File: src/rtl/id_ex_stage.sv
`default_nettype none
//============================================================================
// Module   : id_ex_stage
// Purpose  : ID/EX pipeline register with a valid/ready handshake, flush,
//            bubble-safe control outputs and ALU operand selection.
//            With ID_EX_FORWARD_EN defined, rs1/rs2 operands are forwarded
//            from the EX/MEM and MEM/WB result buses (MEM wins, x0 never
//            forwarded), and held operands are refreshed every stall cycle.
// Config   : `define ID_EX_FORWARD_EN -> operand forwarding + hold refresh
// Ports    : clk, rst_n (async, active-low)
//            id_valid/id_ready        decode-side handshake
//            id_* operands/controls   decoded instruction fields
//            ex_ready, flush          downstream accept, stage kill
//            mem_fwd_*, wb_fwd_*      forwarding sources
//            ex_valid, aluin1/2, aluCtrl, ex_rd_addr, ex_reg_we, ex_pc,
//            ex_rs2_data              execute-side outputs
// Revision : 1.0  initial release
//============================================================================

`ifndef ALUCTRL_ADD
`define ALUCTRL_ADD 4'd0
`endif

module id_ex_stage #(
    parameter logic [3:0] RESET_ALUCTRL = `ALUCTRL_ADD
) (
    input  logic        clk,
    input  logic        rst_n,
    input  logic        id_valid,
    output logic        id_ready,
    input  logic [31:0] id_pc,
    input  logic [31:0] id_rs1_data,
    input  logic [31:0] id_rs2_data,
    input  logic [31:0] id_imm,
    input  logic [4:0]  id_rs1_addr,
    input  logic [4:0]  id_rs2_addr,
    input  logic [4:0]  id_rd_addr,
    input  logic [3:0]  id_alu_ctrl,
    input  logic        id_src1_pc,
    input  logic        id_src2_imm,
    input  logic        id_reg_we,
    input  logic        ex_ready,
    input  logic        flush,
    input  logic        mem_fwd_we,
    input  logic [4:0]  mem_fwd_rd,
    input  logic [31:0] mem_fwd_data,
    input  logic        wb_fwd_we,
    input  logic [4:0]  wb_fwd_rd,
    input  logic [31:0] wb_fwd_data,
    output logic        ex_valid,
    output logic [31:0] aluin1,
    output logic [31:0] aluin2,
    output logic [3:0]  aluCtrl,
    output logic [4:0]  ex_rd_addr,
    output logic        ex_reg_we,
    output logic [31:0] ex_pc,
    output logic [31:0] ex_rs2_data
);

    // Stage registers
    logic        r_valid;
    logic [31:0] r_pc;
    logic [31:0] r_rs1_data;
    logic [31:0] r_rs2_data;
    logic [31:0] r_imm;
    logic [4:0]  r_rs1_addr;
    logic [4:0]  r_rs2_addr;
    logic [4:0]  r_rd_addr;
    logic [3:0]  r_alu_ctrl;
    logic        r_src1_pc;
    logic        r_src2_imm;
    logic        r_reg_we;

    logic        w_load;
    logic        w_hold;
    logic [31:0] w_fwd_rs1;
    logic [31:0] w_fwd_rs2;

    assign id_ready = (!r_valid || ex_ready) && !flush;
    assign w_load   = id_valid && id_ready;
    assign w_hold   = r_valid && !ex_ready && !flush;

`ifdef ID_EX_FORWARD_EN
    // MEM result is younger than WB, so it takes priority; x0 is hardwired.
    always_comb begin
        w_fwd_rs1 = r_rs1_data;
        if (mem_fwd_we && (mem_fwd_rd == r_rs1_addr) && (r_rs1_addr != 5'd0))
            w_fwd_rs1 = mem_fwd_data;
        else if (wb_fwd_we && (wb_fwd_rd == r_rs1_addr) && (r_rs1_addr != 5'd0))
            w_fwd_rs1 = wb_fwd_data;
    end

    always_comb begin
        w_fwd_rs2 = r_rs2_data;
        if (mem_fwd_we && (mem_fwd_rd == r_rs2_addr) && (r_rs2_addr != 5'd0))
            w_fwd_rs2 = mem_fwd_data;
        else if (wb_fwd_we && (wb_fwd_rd == r_rs2_addr) && (r_rs2_addr != 5'd0))
            w_fwd_rs2 = wb_fwd_data;
    end
`else
    // Decode stalls resolve hazards; forwarding buses and indices are unused.
    assign w_fwd_rs1 = r_rs1_data;
    assign w_fwd_rs2 = r_rs2_data;

    logic w_unused_fwd;
    assign w_unused_fwd = ^{mem_fwd_we, mem_fwd_rd, mem_fwd_data,
                            wb_fwd_we, wb_fwd_rd, wb_fwd_data,
                            r_rs1_addr, r_rs2_addr};
`endif

    always_ff @(posedge clk or negedge rst_n) begin
        if (!rst_n) begin
            r_valid    <= 1'b0;
            r_pc       <= 32'd0;
            r_rs1_data <= 32'd0;
            r_rs2_data <= 32'd0;
            r_imm      <= 32'd0;
            r_rs1_addr <= 5'd0;
            r_rs2_addr <= 5'd0;
            r_rd_addr  <= 5'd0;
            r_alu_ctrl <= RESET_ALUCTRL;
            r_src1_pc  <= 1'b0;
            r_src2_imm <= 1'b0;
            r_reg_we   <= 1'b0;
        end else if (flush) begin
            // Kill overrides both load and hold; id_ready is low so nothing enters.
            r_valid  <= 1'b0;
            r_reg_we <= 1'b0;
        end else if (w_load) begin
            r_valid    <= 1'b1;
            r_pc       <= id_pc;
            r_rs1_data <= id_rs1_data;
            r_rs2_data <= id_rs2_data;
            r_imm      <= id_imm;
            r_rs1_addr <= id_rs1_addr;
            r_rs2_addr <= id_rs2_addr;
            r_rd_addr  <= id_rd_addr;
            r_alu_ctrl <= id_alu_ctrl;
            r_src1_pc  <= id_src1_pc;
            r_src2_imm <= id_src2_imm;
            r_reg_we   <= id_reg_we;
        end else if (w_hold) begin
`ifdef ID_EX_FORWARD_EN
            // Capture any producer that retires while we are stalled.
            r_rs1_data <= w_fwd_rs1;
            r_rs2_data <= w_fwd_rs2;
`endif
        end else begin
            // Drained downstream (or idle) with nothing new accepted.
            r_valid <= 1'b0;
        end
    end

    assign ex_valid    = r_valid;
    assign ex_pc       = r_pc;
    assign ex_rd_addr  = r_rd_addr;
    // Bubbles present a harmless default operation and never write back.
    assign aluCtrl     = r_valid ? r_alu_ctrl : RESET_ALUCTRL;
    assign ex_reg_we   = r_valid && r_reg_we;
    assign aluin1      = r_src1_pc  ? r_pc  : w_fwd_rs1;
    assign aluin2      = r_src2_imm ? r_imm : w_fwd_rs2;
    assign ex_rs2_data = w_fwd_rs2;

endmodule

`default_nettype wire

File: config.mk
export PLATFORM = sky130hd
export DESIGN_NAME = id_ex_stage
export DESIGN_NICKNAME = d
export VERILOG_FILES = /design/src/rtl/id_ex_stage.sv
export SDC_FILE = /design/constraint.sdc
export NUM_CORES = 1
export LEC_CHECK = 0
export ABC_AREA = 1
export BUFFER_PORTS_ARGS = -buffer_cell sky130_fd_sc_hd__buf_2
export CAP_MARGIN = 10
export CORE_MARGIN = 10
export CORE_UTILIZATION = 40
export CTS_BUF_LIST = sky130_fd_sc_hd__clkbuf_4
export DETAILED_ROUTE_END_ITERATION = 16
export PLACE_DENSITY = 0.73
export SLEW_MARGIN = 30
export SYNTH_ARGS = -nofsm -noshare
export SYNTH_HDL_FRONTEND = slang
export SYNTH_SLANG_ARGS = --single-unit
File: constraint.sdc
create_clock -name clk -period 1.6 [get_ports clk]
set_input_delay 0 -clock clk [delete_from_list [all_inputs] [get_ports clk]]
set_output_delay 0 -clock clk [all_outputs]
set_load 0.005 [all_outputs]
After elaboration in Yosys (flattened, before gate mapping)
Cells that the tools add are included.

operators by class
  add/subtract/negate cells = 0
  $mul = 0
  div/mod/pow operators = 0
  magnitude comparators = 0
  eq/ne operators = 1
  shift operators = 0
  mux-type cells = 8
  bitwise gates (word level) = 1
  reductions and logical operators = 11

operator list
  operator            number
  $mux 32             2
  $logic_and 1x1->1   5
  $mux 1              5
  $mux 4              1
  $logic_not 1->1     3
  $ne 3x3->1 const B  1
  $reduce_and 2->1    1
  $reduce_bool 2->1   1
  $logic_or 1x1->1    1
  $not 1->1           1

storage, ports and cells
  bits in registers = 141
  bits in latches = 0
  RAM bits = 0
  bits in read-only memories = 0
  bits of input ports = 231
  output and inout bits = 140
  word-level logic and storage cells = 31
  memories = 0

Depth between registers and ports, before layout
  depth in word-level cells = 6
  gate-level depth with buffers = 7
  depth with buffers taken out = 5

Worst setup path before layout
OpenSTA, ideal clock, no wires.

  path kind = flip-flop to flip-flop
  from = register r_valid (netlist: ex_valid)
  to = register r_pc[0] (netlist: ex_pc[0])
  library setup time = 0.117 ns
  data arrival time = 1.092 ns
  data required time = 1.483 ns
  setup slack = 0.391 ns
  cell stages (with the launch flop) = 8
  buffers on the path = 3
  period minus slack after synthesis = 1.209 ns
  cells stage by stage = dfrtp_1 -> buf_2 -> nand2_4 -> nand3_2 -> buf_6 -> buf_6 -> nand2_1 -> nand2_1

on the way
  cells in the longest elaborated chain, start to end = 5

RTL lines
  element                            line  text
  start: declaration                 61    logic r_valid;
  start signal: assignment           113   r_valid <= 1'b0;
  start signal: assignment           127   r_valid <= 1'b0;
  start signal: assignment           130   r_valid <= 1'b1;
  $logic_not 1->1                    79    assign id_ready = (!r_valid || ex_ready) && !flush;
  $logic_or 1x1->1                   79
  $logic_and 1x1->1                  79
  $logic_and 1x1->1                  80    assign w_load = id_valid && id_ready;
  $reduce_and 2->1 (no source line)  -
  end signal: assignment             131   r_pc <= id_pc;
  end: declaration                   62    logic [31:0] r_pc;

Every way passes these cells.
A chain may end at the register's enable or synchronous reset.

Final worst setup path
  from = register r_src2_imm
  to = output port aluin2[9]

on the way
  cells in the longest elaborated chain, start to end = 1

RTL lines
  element                   line  text
  start: declaration        71    logic r_src2_imm;
  start signal: assignment  140   r_src2_imm <= id_src2_imm;
  $mux 32                   161   assign aluin2 = r_src2_imm ? r_imm : w_fwd_rs2;
  end: declaration          52    output logic [31:0] aluin2,

Every way passes these cells.

==> reports/qor.csv <==
metric;value;unit
run_status;finished with violations;
failed_checks;setup timing;
routedWlPerCell;18.3;um
cpPeakStageDelay;500;ps
rows;47;
ys.flop_type;dfrtp_1;
critPathSlowestCell;dfrtp_2;
dp_hpwl;15.0;mm
synth_seq_cells;141;
synth_top_family_by_area;simple AND/OR/NAND/NOR gates;
swShare;34.3;%
ys_seq_area_share;52.2;%
clock_skew;9.17;ps
die_h;150;um
synth-simple-area-share;32.7;%
finalSetupViolations;2;
pwr-share-clk;23.1;%
gp_congestion;0.828;
start_util;40.7;%
crit_chain;clkbuf_16 -> o21ai_0 -> buf_2;
worstPathRequired;1600;ps
p_leak;5.55;nW
busiest_layer;met2;
grt_util_all_layers;22.2;%
p_sw;0.00330;W
use_met2;35.1;%
num_vias;7666;
cts_made_buffers;17;
route.detailed.drc;0;
synth_area_per_cell;7.98;um2
area_growth;50.7;%
yosysWarningCount;0;
post-route-period-util;101;%
dr.first_iter.drc_count;484;
grt_pass1_wl;40.1;mm
final_max_slew_viol_count;0;
total_power;0.00961;W
worstPathMaxFanout;16;
clkLatencyLatePin;540;ps
die_w;150;um
synth_mux_area_share;0;%
clk_pin_slew_worst_paths;130;ps
final_core_util;61.4;%
grt_setup_unrepaired;true;
synth_compound_area_share;4.89;%
io_buffer_count;284;
drtPass1Iterations;5;
fillers;1342;
routed_via_density;5.20;
cell_internal_pwr;0.00631;W
grt_max_degree;142;
cts_tree;yes;
synth_common_cells;349 x nand2_1, 141 x dfrtp_1, 140 x nand4_1;
endpoint_kind;output port;
clock-root-buffer;clkbuf_4;
synth_area;0.00676;mm2
synth.most_common_cell;nand2_1;
reg2reg_depth;4;
hold_viol_final;0;
worst-path-stages;3;
crit_arrival;1620;ps
cts_setup_buffers;0;
netlist.top_cell.by_area;dfrtp_1;
drive_above_1_share;28.3;%
tightest_slew;718;ps
seqCellArea;0.00353;mm2
cap_violations;0;
synthArstFlopShare;100;%
worst-path-buf-inv;2;
design.die.area;0.0225;mm2
grt_pass1_vias;7422;
dp_slack;239;ps
use_met3;7.76;%
start_kind;flop;
synthAdderAreaFrac;0;%
io_pins;371;
fin_hold_ws;102;ps
p_comb_share;30.4;%
slew_headroom;52.1;%
syn_nets;1078;
synthCells;847;
synth-edff-count;0;
htree_num_levels;4;
final_nets;1467;
cellPowerDensity;944;mW/mm2
ant_nets;0;
synth_top_area_share;52.2;%
ys_types;14;
grt_util_met1;27.2;%
hp-class;in2reg;
vdd_ir_drop_max;572;uV
crit_family;flip-flops;
core;0.0166;mm2
overflow;0;
finalWirelength;27.0;mm
final.setup.tns;-24.9;ps
multiInputGateArea;0.00261;mm2
numClockSinks;141;
final.setup.worst_slack;-23.8;ps
timing.fmax;0.616;GHz
synth-xor-area-share;0;%
crit_type;reg2out;
p_seq_share;46.5;%
worstHoldPathCells;6;
clk_path_buf_depth;2;
min_period;1620;ps
antenna_found_initial;5;
yosys-top-cells-area;dfrtp_1 52%, nand2_1 19%, nand4_1 13%;
[kinds of logic (layout without fill, tap and decap cells)]
| group | after synthesis | count (layout) |
|---|---|---|
| other | 0 | 5 |
| AO/OA/AOI/OAI | 66 | 66 |
| flip-flops | 141 | 141 |
| buffers and inverters | 148 | 549 |
| AND/OR/NAND/NOR | 492 | 492 |
[placed cells by master, fill, tap and decap left out, types with 4 or more instances in the layout]
| cell type | Yosys | final |
|---|---|---|
| o21ai_1 | 0 | 23 |
| clkbuf_16 | 0 | 4 |
| clkbuf_4 | 0 | 17 |
| buf_2 | 42 | 282 |
| dlygate4sd3_1 | 0 | 144 |
| o21ai_2 | 0 | 15 |
| dfrtp_1 | 141 | 139 |
| inv_1 | 70 | 70 |
| diode_2 | 0 | 5 |
| clkinvlp_4 | 0 | 4 |
| nand4_1 | 140 | 140 |
| clkinv_1 | 0 | 4 |
| o21ai_0 | 65 | 27 |
| nand2_1 | 349 | 346 |
| buf_12 | 0 | 11 |
[state kept, by name (all words and copies together) (netlist names)]
| signal | cells |
|---|---|
| r_rs1_data | 32 |
| ex_valid | 1 |
| r_src1_pc | 1 |
| r_reg_we | 1 |
| ex_rd_addr | 5 |
| r_alu_ctrl | 4 |
| r_imm | 32 |
| r_src2_imm | 1 |
| ex_pc | 32 |
| ex_rs2_data | 32 |
[final timing paths]
path	start	endpoint	slack, ps
worst max-delay path	r_src2_imm	aluin2[9]	-20
worst min-delay path	ex_ready	r_rs1_data[31]	100
worst max register to register	ex_valid	ex_pc[23]	50
worst min register to register	r_imm[28]	r_imm[28]	480
max in group asynchronous	rst_n	ex_rs2_data[0]	510
min in group asynchronous	rst_n	r_imm[16]	520
[final cells by class]
cell class	count	area share, %
inverter	72	2.68
antenna	5	0.123
clock buffer	17	1.25
sequential	141	34.7
clock inverter	14	1.27
timing repair buffer	446	31.6
tap	220	2.70
multi-input combinational	558	25.7
[metal layers]
| layer | up-vias | part of all wire, % |
|---|---|---|
| met3 | 71 | 11 |
| met2 | 447 | 48 |
| met4 | 0 | 2.9 |
| met5 | - | 0 |
| met1 | 3589 | 38 |
| li1 | 3559 | - |
[power by group through the flow]
stage          sequential, W  clock, W  combinational, W
3_5_place_dp         0.00450         0           0.00237
6_report             0.00447   0.00222           0.00292
5_1_grt              0.00454   0.00246           0.00323
4_1_cts              0.00443   0.00231           0.00268
3_3_place_gp         0.00448         0           0.00233
2_1_floorplan        0.00447         0           0.00113
[through the flow]
stage                     cell area, um2  std cells
final                              10200       1473
after global routing               10200       1473
after global placement              8290       1287
after floorplan                     6760        847
after CTS                           9990       1462
after detailed placement            8290       1287
[what timing repair did]
item | 4_1_cts | 5_1_grt
pin swaps | 0 | 2
resized for setup | 12 | 44
cloned | 0 | 6
endpoints found under the setup margin | 16 | 64
endpoints found under the hold margin | 282 | 0
hold buffers | 144 | 0
[worst reg2reg max path, cell delays in order, from the launching register on]
cell and delay, ps:
dfrtp_1 420, nand2_4 100, buf_12 420, nand4_1 420, nand2_1 130
No activity file was read; power rests on OpenSTA's default activity.
